--- src/rtl/gpr_scoreboard_if.sv ---
// Register-file bundle: read/write/issue requests toward the file, read data and scoreboard status back.
// Purely a signal grouping; no storage, no latency, no backpressure.
interface gpr_scoreboard_if #(
  parameter int DW = 32,
  parameter int AW = 5
);
  logic [AW-1:0] ra;
  logic [AW-1:0] rb;
  logic [DW-1:0] busa;
  logic [DW-1:0] busb;
  logic          busy_a;
  logic          busy_b;
  logic          we0;
  logic [AW-1:0] wa0;
  logic [DW-1:0] wd0;
  logic          we1;
  logic [AW-1:0] wa1;
  logic [DW-1:0] wd1;
  logic          issue_en;
  logic [AW-1:0] issue_wr;
  logic          ovf_set;
  logic [AW:0]   pend_cnt;
  logic          wb_err;
  logic          issue_err;

  modport master (
    output ra, rb, we0, wa0, wd0, we1, wa1, wd1, issue_en, issue_wr, ovf_set,
    input  busa, busb, busy_a, busy_b, pend_cnt, wb_err, issue_err
  );

  modport slave (
    input  ra, rb, we0, wa0, wd0, we1, wa1, wd1, issue_en, issue_wr, ovf_set,
    output busa, busb, busy_a, busy_b, pend_cnt, wb_err, issue_err
  );
endinterface

--- src/rtl/gpr_scoreboard.sv ---
// Dual-read/dual-write GPR file with busy scoreboard; reads are combinational (optionally bypassed),
// writes, busy, pend_cnt and error pulses update at the clock edge. Never stalls; issue logic stalls on busy.
module gpr_scoreboard #(
  parameter int DW       = 32,
  parameter int AW       = 5,
  parameter int FLAG_REG = 30,
  parameter int BYPASS   = 1
) (
  input  logic            clk,
  input  logic            rst,
  gpr_scoreboard_if.slave io
);
  localparam int DEPTH = 1 << AW;
  localparam bit BYP   = (BYPASS != 0);

  logic [DW-1:0]    regs [DEPTH];
  logic [DEPTH-1:0] busy;
  logic [AW:0]      pend_q;
  logic             wb_err_q;
  logic             issue_err_q;

  logic set_v;
  logic clr_v;
  logic same_reg;
  logic cnt_inc;
  logic cnt_dec;

  assign set_v    = io.issue_en && (io.issue_wr != '0);
  assign clr_v    = io.we1 && (io.wa1 != '0);
  assign same_reg = set_v && clr_v && (io.issue_wr == io.wa1);
  // A same-cycle re-issue keeps the register busy, so the clear does not count.
  assign cnt_inc  = set_v && !busy[io.issue_wr];
  assign cnt_dec  = clr_v && busy[io.wa1] && !same_reg;

  always_ff @(posedge clk) begin
    if (rst) begin
      for (int i = 0; i < DEPTH; i++) regs[i] <= '0;
    end else begin
      for (int i = 1; i < DEPTH; i++) begin
        if (io.ovf_set && (i == FLAG_REG))
          regs[i] <= DW'(1);
        else if (io.we0 && (io.wa0 == AW'(i)))
          regs[i] <= io.wd0;
        else if (io.we1 && (io.wa1 == AW'(i)))
          regs[i] <= io.wd1;
      end
    end
  end

  // Set is issued after clear so a re-issue to the retiring register wins.
  always_ff @(posedge clk) begin
    if (rst) begin
      busy <= '0;
    end else begin
      if (clr_v) busy[io.wa1]      <= 1'b0;
      if (set_v) busy[io.issue_wr] <= 1'b1;
    end
  end

  always_ff @(posedge clk) begin
    if (rst) begin
      pend_q      <= '0;
      wb_err_q    <= 1'b0;
      issue_err_q <= 1'b0;
    end else begin
      pend_q      <= pend_q + {{AW{1'b0}}, cnt_inc} - {{AW{1'b0}}, cnt_dec};
      wb_err_q    <= clr_v && !busy[io.wa1];
      issue_err_q <= set_v && busy[io.issue_wr] && !(clr_v && (io.wa1 == io.issue_wr));
    end
  end

  function automatic logic [DW-1:0] read_port(
    input logic [AW-1:0] a,
    input logic [DW-1:0] stored,
    input logic          ovf,
    input logic          we0,
    input logic [AW-1:0] wa0,
    input logic [DW-1:0] wd0,
    input logic          we1,
    input logic [AW-1:0] wa1,
    input logic [DW-1:0] wd1
  );
    logic [DW-1:0] v;
    v = stored;
    if (a == '0)
      v = '0;
    else if (BYP) begin
      if (ovf && (a == AW'(FLAG_REG)))
        v = DW'(1);
      else if (we0 && (wa0 == a))
        v = wd0;
      else if (we1 && (wa1 == a))
        v = wd1;
    end
    return v;
  endfunction

  logic [DW-1:0] busa_c;
  logic [DW-1:0] busb_c;
  logic          busy_a_c;
  logic          busy_b_c;

  always_comb begin
    busa_c = read_port(io.ra, regs[io.ra], io.ovf_set, io.we0, io.wa0, io.wd0,
                       io.we1, io.wa1, io.wd1);
    busb_c = read_port(io.rb, regs[io.rb], io.ovf_set, io.we0, io.wa0, io.wd0,
                       io.we1, io.wa1, io.wd1);
  end

  // A retiring writeback releases the reader in the same cycle unless the register is re-issued.
  always_comb begin
    busy_a_c = busy[io.ra];
    busy_b_c = busy[io.rb];
    if (BYP && clr_v && (io.wa1 == io.ra) && !(set_v && (io.issue_wr == io.ra)))
      busy_a_c = 1'b0;
    if (BYP && clr_v && (io.wa1 == io.rb) && !(set_v && (io.issue_wr == io.rb)))
      busy_b_c = 1'b0;
  end

  assign io.busa      = busa_c;
  assign io.busb      = busb_c;
  assign io.busy_a    = busy_a_c;
  assign io.busy_b    = busy_b_c;
  assign io.pend_cnt  = pend_q;
  assign io.wb_err    = wb_err_q;
  assign io.issue_err = issue_err_q;
endmodule
--- src/flat_wrapper.sv ---
// flat-port wrapper written by rule: the top's interface ports become plain ports
module gpr_scoreboard_flat 
#(
  parameter int DW       = 32,
  parameter int AW       = 5,
  parameter int FLAG_REG = 30,
  parameter int BYPASS   = 1
)
  (clk, rst, io_ra, io_rb, io_we0, io_wa0, io_wd0, io_we1, io_wa1, io_wd1, io_issue_en, io_issue_wr, io_ovf_set, io_busa, io_busb, io_busy_a, io_busy_b, io_pend_cnt, io_wb_err, io_issue_err);
  gpr_scoreboard_if #(.DW(DW), .AW(AW)) io_i ();
  input  logic clk;
  input  logic rst;
  input wire logic [$bits(io_i.ra)-1:0] io_ra;
  input wire logic [$bits(io_i.rb)-1:0] io_rb;
  input wire logic [$bits(io_i.we0)-1:0] io_we0;
  input wire logic [$bits(io_i.wa0)-1:0] io_wa0;
  input wire logic [$bits(io_i.wd0)-1:0] io_wd0;
  input wire logic [$bits(io_i.we1)-1:0] io_we1;
  input wire logic [$bits(io_i.wa1)-1:0] io_wa1;
  input wire logic [$bits(io_i.wd1)-1:0] io_wd1;
  input wire logic [$bits(io_i.issue_en)-1:0] io_issue_en;
  input wire logic [$bits(io_i.issue_wr)-1:0] io_issue_wr;
  input wire logic [$bits(io_i.ovf_set)-1:0] io_ovf_set;
  output wire logic [$bits(io_i.busa)-1:0] io_busa;
  output wire logic [$bits(io_i.busb)-1:0] io_busb;
  output wire logic [$bits(io_i.busy_a)-1:0] io_busy_a;
  output wire logic [$bits(io_i.busy_b)-1:0] io_busy_b;
  output wire logic [$bits(io_i.pend_cnt)-1:0] io_pend_cnt;
  output wire logic [$bits(io_i.wb_err)-1:0] io_wb_err;
  output wire logic [$bits(io_i.issue_err)-1:0] io_issue_err;
  assign io_i.ra = io_ra;
  assign io_i.rb = io_rb;
  assign io_i.we0 = io_we0;
  assign io_i.wa0 = io_wa0;
  assign io_i.wd0 = io_wd0;
  assign io_i.we1 = io_we1;
  assign io_i.wa1 = io_wa1;
  assign io_i.wd1 = io_wd1;
  assign io_i.issue_en = io_issue_en;
  assign io_i.issue_wr = io_issue_wr;
  assign io_i.ovf_set = io_ovf_set;
  assign io_busa = io_i.busa;
  assign io_busb = io_i.busb;
  assign io_busy_a = io_i.busy_a;
  assign io_busy_b = io_i.busy_b;
  assign io_pend_cnt = io_i.pend_cnt;
  assign io_wb_err = io_i.wb_err;
  assign io_issue_err = io_i.issue_err;
  gpr_scoreboard #(.DW(DW), .AW(AW), .FLAG_REG(FLAG_REG), .BYPASS(BYPASS)) u_core (.clk(clk), .rst(rst), .io(io_i));
endmodule
--- config.mk ---
export PLATFORM = sky130hd
export DESIGN_NAME = gpr_scoreboard_flat
export DESIGN_NICKNAME = d
export VERILOG_FILES = /design/src/rtl/gpr_scoreboard_if.sv /design/src/rtl/gpr_scoreboard.sv /design/src/flat_wrapper.sv
export SDC_FILE = /design/constraint.sdc
export NUM_CORES = 2
export LEC_CHECK = 0
export CAP_MARGIN = 20
export CELL_PAD_IN_SITES_DETAIL_PLACEMENT = 1
export CELL_PAD_IN_SITES_GLOBAL_PLACEMENT = 1
export CORE_MARGIN = 2
export CORE_UTILIZATION = 51
export DETAILED_ROUTE_END_ITERATION = 10
export PLACE_DENSITY_LB_ADDON = 0.1
export SLEW_MARGIN = 10
export SYNTH_ARGS = -nofsm -noshare
export SYNTH_HDL_FRONTEND = slang
export SYNTH_SLANG_ARGS = --single-unit
--- constraint.sdc ---
create_clock -name clk -period 4.2 [get_ports clk]
set_clock_uncertainty 0.2 [all_clocks]
set_input_delay 0.42 -clock clk [delete_from_list [all_inputs] [get_ports clk]]
set_output_delay 0.42 -clock clk [all_outputs]
set_load 0.01 [all_outputs]
==> tab_implementation.tex <==
\begin{tabular}{lr}
\hline
Metric & Value \\
\hline
\multicolumn{2}{l}{\textbf{Critical path}} \\
\quad Startpoint of the worst-slack reg-to-reg timing path & u\_core.busy[11]\$\_SDFF\_PP0\_ \\
\quad Delay contributed by the slowest stage of the critical path & 540 ps \\
\quad Worst path slowest cell & sky130\_fd\_sc\_hd\_\_clkdlybuf4s50\_1 \\
\quad Arrival time at the worst endpoint & 3570 ps \\
\quad Crit path launch & io\_ra[1] \\
\quad Max FO, Critical Path & 25 \\
\quad Cell-by-cell trace of the critical path & buf\_6, buf\_4, nand3\_2, buf\_4, nand2b\_1, nand3\_1, nor3\_1, nor4\_1, buf\_4, clkdlybuf4s50\_1 \\
\quad WP data required & 3580 ps \\
\quad Worst Setup End Kind & output pin \\
\quad Most repeated library cell on the critical path & sky130\_fd\_sc\_hd\_\_buf\_4 \\
\quad Category of the worst setup path launch point & input pin \\
\quad Category of the most critical setup path & input pin to output pin \\
\quad Buf+Inv Stages, Crit Path & 5 \\
\quad Top Family by Delay on Critical Path & buffers and inverters \\
\multicolumn{2}{l}{\textbf{Synthesis}} \\
\quad Syn nets & 5912 \\
\quad Top flip-flop cell by instance count after synthesis & sky130\_fd\_sc\_hd\_\_edfxtp\_1 \\
\quad Mean instance size in the synthesized netlist & 10.9 µm² \\
\quad Post-synthesis sequential area ratio & 0.482 \\
\quad Total of warnings raised by yosys & 0 \\
\quad Number of distinct library cell variants in the gate-level netlist after synthesis & 72 \\
\quad Syn Std Cell Area & 63400 µm² \\
\quad Number of enable flip-flop cells after synthesis & 992 \\
\quad Async S/R FF share, synth & 0 \\
\quad Cell count after synthesis & 5810 \\
\quad Post-synthesis register bit count & 1032 \\
\multicolumn{2}{l}{\textbf{Die}} \\
\quad Starting utilization of the core area & 0.513 \\
\quad I/O Pins & 169 \\
\quad Die Span Y & 357 µm \\
\quad Die Outline Area & 127000 µm² \\
\quad Cell Rows & 129 \\
\quad Die outline width & 357 µm \\
\quad Placeable core region & 124000 µm² \\
\multicolumn{2}{l}{\textbf{Routing}} \\
\quad Violation count after the first detailed-route iteration & 9498 \\
\quad Pre-antenna DRT Iters & 6 \\
\quad Number of vias after detailed routing & 57700 \\
\quad Routed wire length & 304000 µm \\
\quad Post-route DRC & 0 \\
\quad Final ANT Viol Nets & 0 \\
\quad Average via count per standard cell & 7.68 \\
\quad Wire per inst & 40.4 µm \\
\multicolumn{2}{l}{\textbf{Min path}} \\
\quad HP Start & io\_wd1[22] \\
\quad Hold WC Path Type & input pin to flop \\
\multicolumn{2}{l}{\textbf{Placed design}} \\
\quad Detailed placer's ending HPWL & 196000 µm \\
\quad Area of placed instances & 68100 µm² \\
\quad Placed cell count & 7291 \\
\quad Pre-CTS worst setup slack & -94.9 ps \\
\quad RD Place Congestion & 1.01 \\
\quad Number of input and output port buffers inserted & 168 \\
\multicolumn{2}{l}{\textbf{Flow run}} \\
\quad Max-cap violations & 0 \\
\multicolumn{2}{l}{\textbf{STA}} \\
\quad Slew Limit Fails & 0 \\
\quad \# setup viols final & 0 \\
\quad Number of failing hold endpoints at the final stage & 0 \\
\quad Period utilization & 0.998 \\
\quad Normalized max-slew margin & 0.272 \\
\quad Slew of the pin with the lowest slew margin & 1090 ps \\
\quad Final worst path period need & 4190 ps \\
\quad Total negative slack & 0 ps \\
\quad Least setup slack across all paths after layout & 6.53 ps \\
\quad Worst Hold Margin & 266 ps \\
\quad Maximum clock rate & 238 MHz \\
\multicolumn{2}{l}{\textbf{Clock tree}} \\
\quad Bufs on Longest Clock Path & 3 \\
\quad CTS tree & yes \\
\quad Root buffer cell & sky130\_fd\_sc\_hd\_\_clkbuf\_16 \\
\quad H-tree depth & 3 \\
\quad Setup Buffers After CTS & 0 \\
\quad CTS clock-pin slew for the worst setup and hold paths & 60 ps \\
\quad Clock latency of the later-clocked register in the worst-skew pair & 750 ps \\
\quad TritonCTS Buffers & 117 \\
\quad Number of sinks handled by clock tree synthesis & 1032 \\
\multicolumn{2}{l}{\textbf{Pwr}} \\
\quad Cell Pwr Density & 386 nW/µm² \\
\quad VDD IR-drop max & 0.000324 V \\
\quad Leakage power & 25.2 nW \\
\multicolumn{2}{l}{\textbf{GRT}} \\
\quad Via count of the first global-routing pass & 58700 \\
\quad Overall Global Routing Usage & 0.470 \\
\quad GR Overflow Total & 0 \\
\quad First-pass GRT wire length & 424000 µm \\
\quad Initial antenna violation count & 10 \\
\quad Pin count of the biggest net entering global routing & 65 \\
\multicolumn{2}{l}{\textbf{Layout}} \\
\quad Area growth, synth to finish & 13.5\% \\
\quad Fraction of final layout cells sized beyond drive strength 1 & 0.194 \\
\quad Number of cells in the finished layout apart from fillers & 7515 \\
\quad NumNets Final & 5876 \\
\quad Area of all placed cells without fillers & 72000 µm² \\
\quad Filler Cells Inserted & 12700 \\
\multicolumn{2}{l}{\textbf{Status}} \\
\quad Outcome & complete, no violations \\
\hline
\end{tabular}
[layout make-up]
cell class                 count  area, µm²  share of cell area
antenna                        6       15.0            0.000209
clock buffer                 155       3170              0.0440
clock inverter                62        611             0.00848
inverter                      15       58.8            0.000817
multi-input combinational   4022      29900               0.416
sequential                  1032      30600               0.425
tap                         1637       2050              0.0285
timing repair buffer         586       5570              0.0774
[metrics by stage]
stage,utilization,total power (W)
6_report,0.582,0.0278
5_1_grt,0.582,0.0282
4_1_cts,0.581,0.0275
3_5_place_dp,0.551,0.0173
3_3_place_gp,0.551,0.0171
2_1_floorplan,-,0.0152
[sequential cells by signal, indices dropped and copies added (netlist names)]
register and flops:
u_core.busy 32, u_core.io.wb_err 1, u_core.io.issue_err 1, u_core.io.pend_cnt 6
u_core.regs 992
[logic make-up (layout without fill, tap and decap cells)]
logic type,after synthesis,count (layout),share of synthesized area
simple gates,1747,1747,0.116
compound gates,1447,1447,0.145
flops,1032,1032,0.482
mux,781,781,0.196
buf+inv,756,818,0.0532
xor+xnor,40,40,0.00552
fa+ha+maj,7,7,0.00150
other cells,0,6,0
[timing repair]
item                                    4_1_cts  5_1_grt
gates resized for setup                       3       12
hold buffers                                  1        0
endpoints found under the setup margin        7       41
endpoints found under the hold margin         9        0
pin swaps                                     0        1
[cells in the mapped netlist, types with 3 or more instances]
cell type / number / area (µm²)
sky130_fd_sc_hd__a2111oi_0: 30 / 263
sky130_fd_sc_hd__a211o_1: 31 / 272
sky130_fd_sc_hd__a21oi_1: 249 / 1250
sky130_fd_sc_hd__a21oi_2: 3 / 26.3
sky130_fd_sc_hd__a221o_1: 31 / 310
sky130_fd_sc_hd__a221oi_1: 34 / 298
sky130_fd_sc_hd__a22o_1: 113 / 990
sky130_fd_sc_hd__a22oi_1: 242 / 1820
sky130_fd_sc_hd__a31oi_1: 3 / 18.8
sky130_fd_sc_hd__a32o_1: 15 / 150
sky130_fd_sc_hd__a32oi_1: 3 / 26.3
sky130_fd_sc_hd__and2_1: 8 / 50.1
sky130_fd_sc_hd__and3_1: 22 / 138
sky130_fd_sc_hd__and4b_1: 3 / 30.0
sky130_fd_sc_hd__buf_1: 78 / 293
sky130_fd_sc_hd__buf_2: 148 / 741
sky130_fd_sc_hd__buf_4: 30 / 225
sky130_fd_sc_hd__buf_6: 24 / 270
sky130_fd_sc_hd__clkbuf_1: 456 / 1710
sky130_fd_sc_hd__dfxtp_1: 40 / 801
sky130_fd_sc_hd__edfxtp_1: 992 / 29800
sky130_fd_sc_hd__ha_1: 6 / 75.1
sky130_fd_sc_hd__inv_1: 14 / 52.6
sky130_fd_sc_hd__mux2_2: 68 / 766
sky130_fd_sc_hd__mux2i_1: 352 / 3520
sky130_fd_sc_hd__mux4_2: 361 / 8130
sky130_fd_sc_hd__nand2_1: 973 / 3650
sky130_fd_sc_hd__nand2b_1: 13 / 81.3
sky130_fd_sc_hd__nand3_1: 90 / 450
sky130_fd_sc_hd__nand3b_1: 4 / 30.0
sky130_fd_sc_hd__nor2_1: 406 / 1520
sky130_fd_sc_hd__nor2_2: 3 / 18.8
sky130_fd_sc_hd__nor2b_1: 68 / 425
sky130_fd_sc_hd__nor3_1: 84 / 420
sky130_fd_sc_hd__nor3b_1: 3 / 22.5
sky130_fd_sc_hd__nor3b_2: 4 / 50.1
sky130_fd_sc_hd__nor4_1: 40 / 250
sky130_fd_sc_hd__o211ai_1: 4 / 30.0
sky130_fd_sc_hd__o21ai_0: 498 / 2490
sky130_fd_sc_hd__o21ai_1: 10 / 50.1
sky130_fd_sc_hd__o221ai_1: 30 / 263
sky130_fd_sc_hd__o22ai_1: 141 / 882
sky130_fd_sc_hd__or3_1: 4 / 25.0
sky130_fd_sc_hd__xnor2_1: 14 / 123
sky130_fd_sc_hd__xor2_1: 26 / 228
[worst min-delay path: cells and delay by family]
family	cells	cell delay, ps
buffers and inverters	1	540
and+or+nand+nor	1	80
AOI/OAI and AO/OA	1	80
[worst paths after layout]
kind,end,slack [ps],depth (start not counted)
min reg2reg,u_core.busy[20]$_SDFF_PP0_,410,2
min,u_core.regs[28][22]$_SDFFCE_PP0P_,270,3
max,io_busa[0],7,10
max reg2reg,u_core.io.pend_cnt[5]$_SDFF_PP0_,660,14
[routing by layer]
layer	global-route usage	wire length, µm
met2	0.687	130000
met1	0.581	103000
met4	0.343	26500
met3	0.161	44300
met5	0	132
[cells in the final DEF (no fill, tap or decap), types with 13 or more instances in the layout]
cell type,instances
sky130_fd_sc_hd__edfxtp_1,992
sky130_fd_sc_hd__nand2_1,950
sky130_fd_sc_hd__o21ai_0,496
sky130_fd_sc_hd__nor2_1,395
sky130_fd_sc_hd__mux4_2,361
sky130_fd_sc_hd__buf_4,358
sky130_fd_sc_hd__mux2i_1,352
sky130_fd_sc_hd__a21oi_1,247
sky130_fd_sc_hd__a22oi_1,242
sky130_fd_sc_hd__clkdlybuf4s50_1,156
sky130_fd_sc_hd__o22ai_1,141
sky130_fd_sc_hd__clkbuf_16,121
sky130_fd_sc_hd__a22o_1,113
sky130_fd_sc_hd__nor3_1,81
sky130_fd_sc_hd__nand3_1,77
sky130_fd_sc_hd__mux2_2,68
sky130_fd_sc_hd__nor2b_1,65
sky130_fd_sc_hd__buf_12,59
sky130_fd_sc_hd__dfxtp_1,40
sky130_fd_sc_hd__a221oi_1,34
sky130_fd_sc_hd__clkbuf_1,33
sky130_fd_sc_hd__nor4_1,32
sky130_fd_sc_hd__a221o_1,31
sky130_fd_sc_hd__a211o_1,31
sky130_fd_sc_hd__a2111oi_0,30
sky130_fd_sc_hd__o221ai_1,30
sky130_fd_sc_hd__xor2_1,26
sky130_fd_sc_hd__nand2_2,23
sky130_fd_sc_hd__clkinv_1,21
sky130_fd_sc_hd__clkinv_2,21
sky130_fd_sc_hd__a32o_1,15
sky130_fd_sc_hd__inv_1,14
sky130_fd_sc_hd__xnor2_1,14
sky130_fd_sc_hd__and3_2,14
sky130_fd_sc_hd__nand3_2,13
[power by group]
part	internal (W)	switching [W]
sequential	0.0121	0.000462
clock	0.00594	0.00452
combinational	0.00189	0.00284
Note: power is estimated with default switching activity, not from simulation.
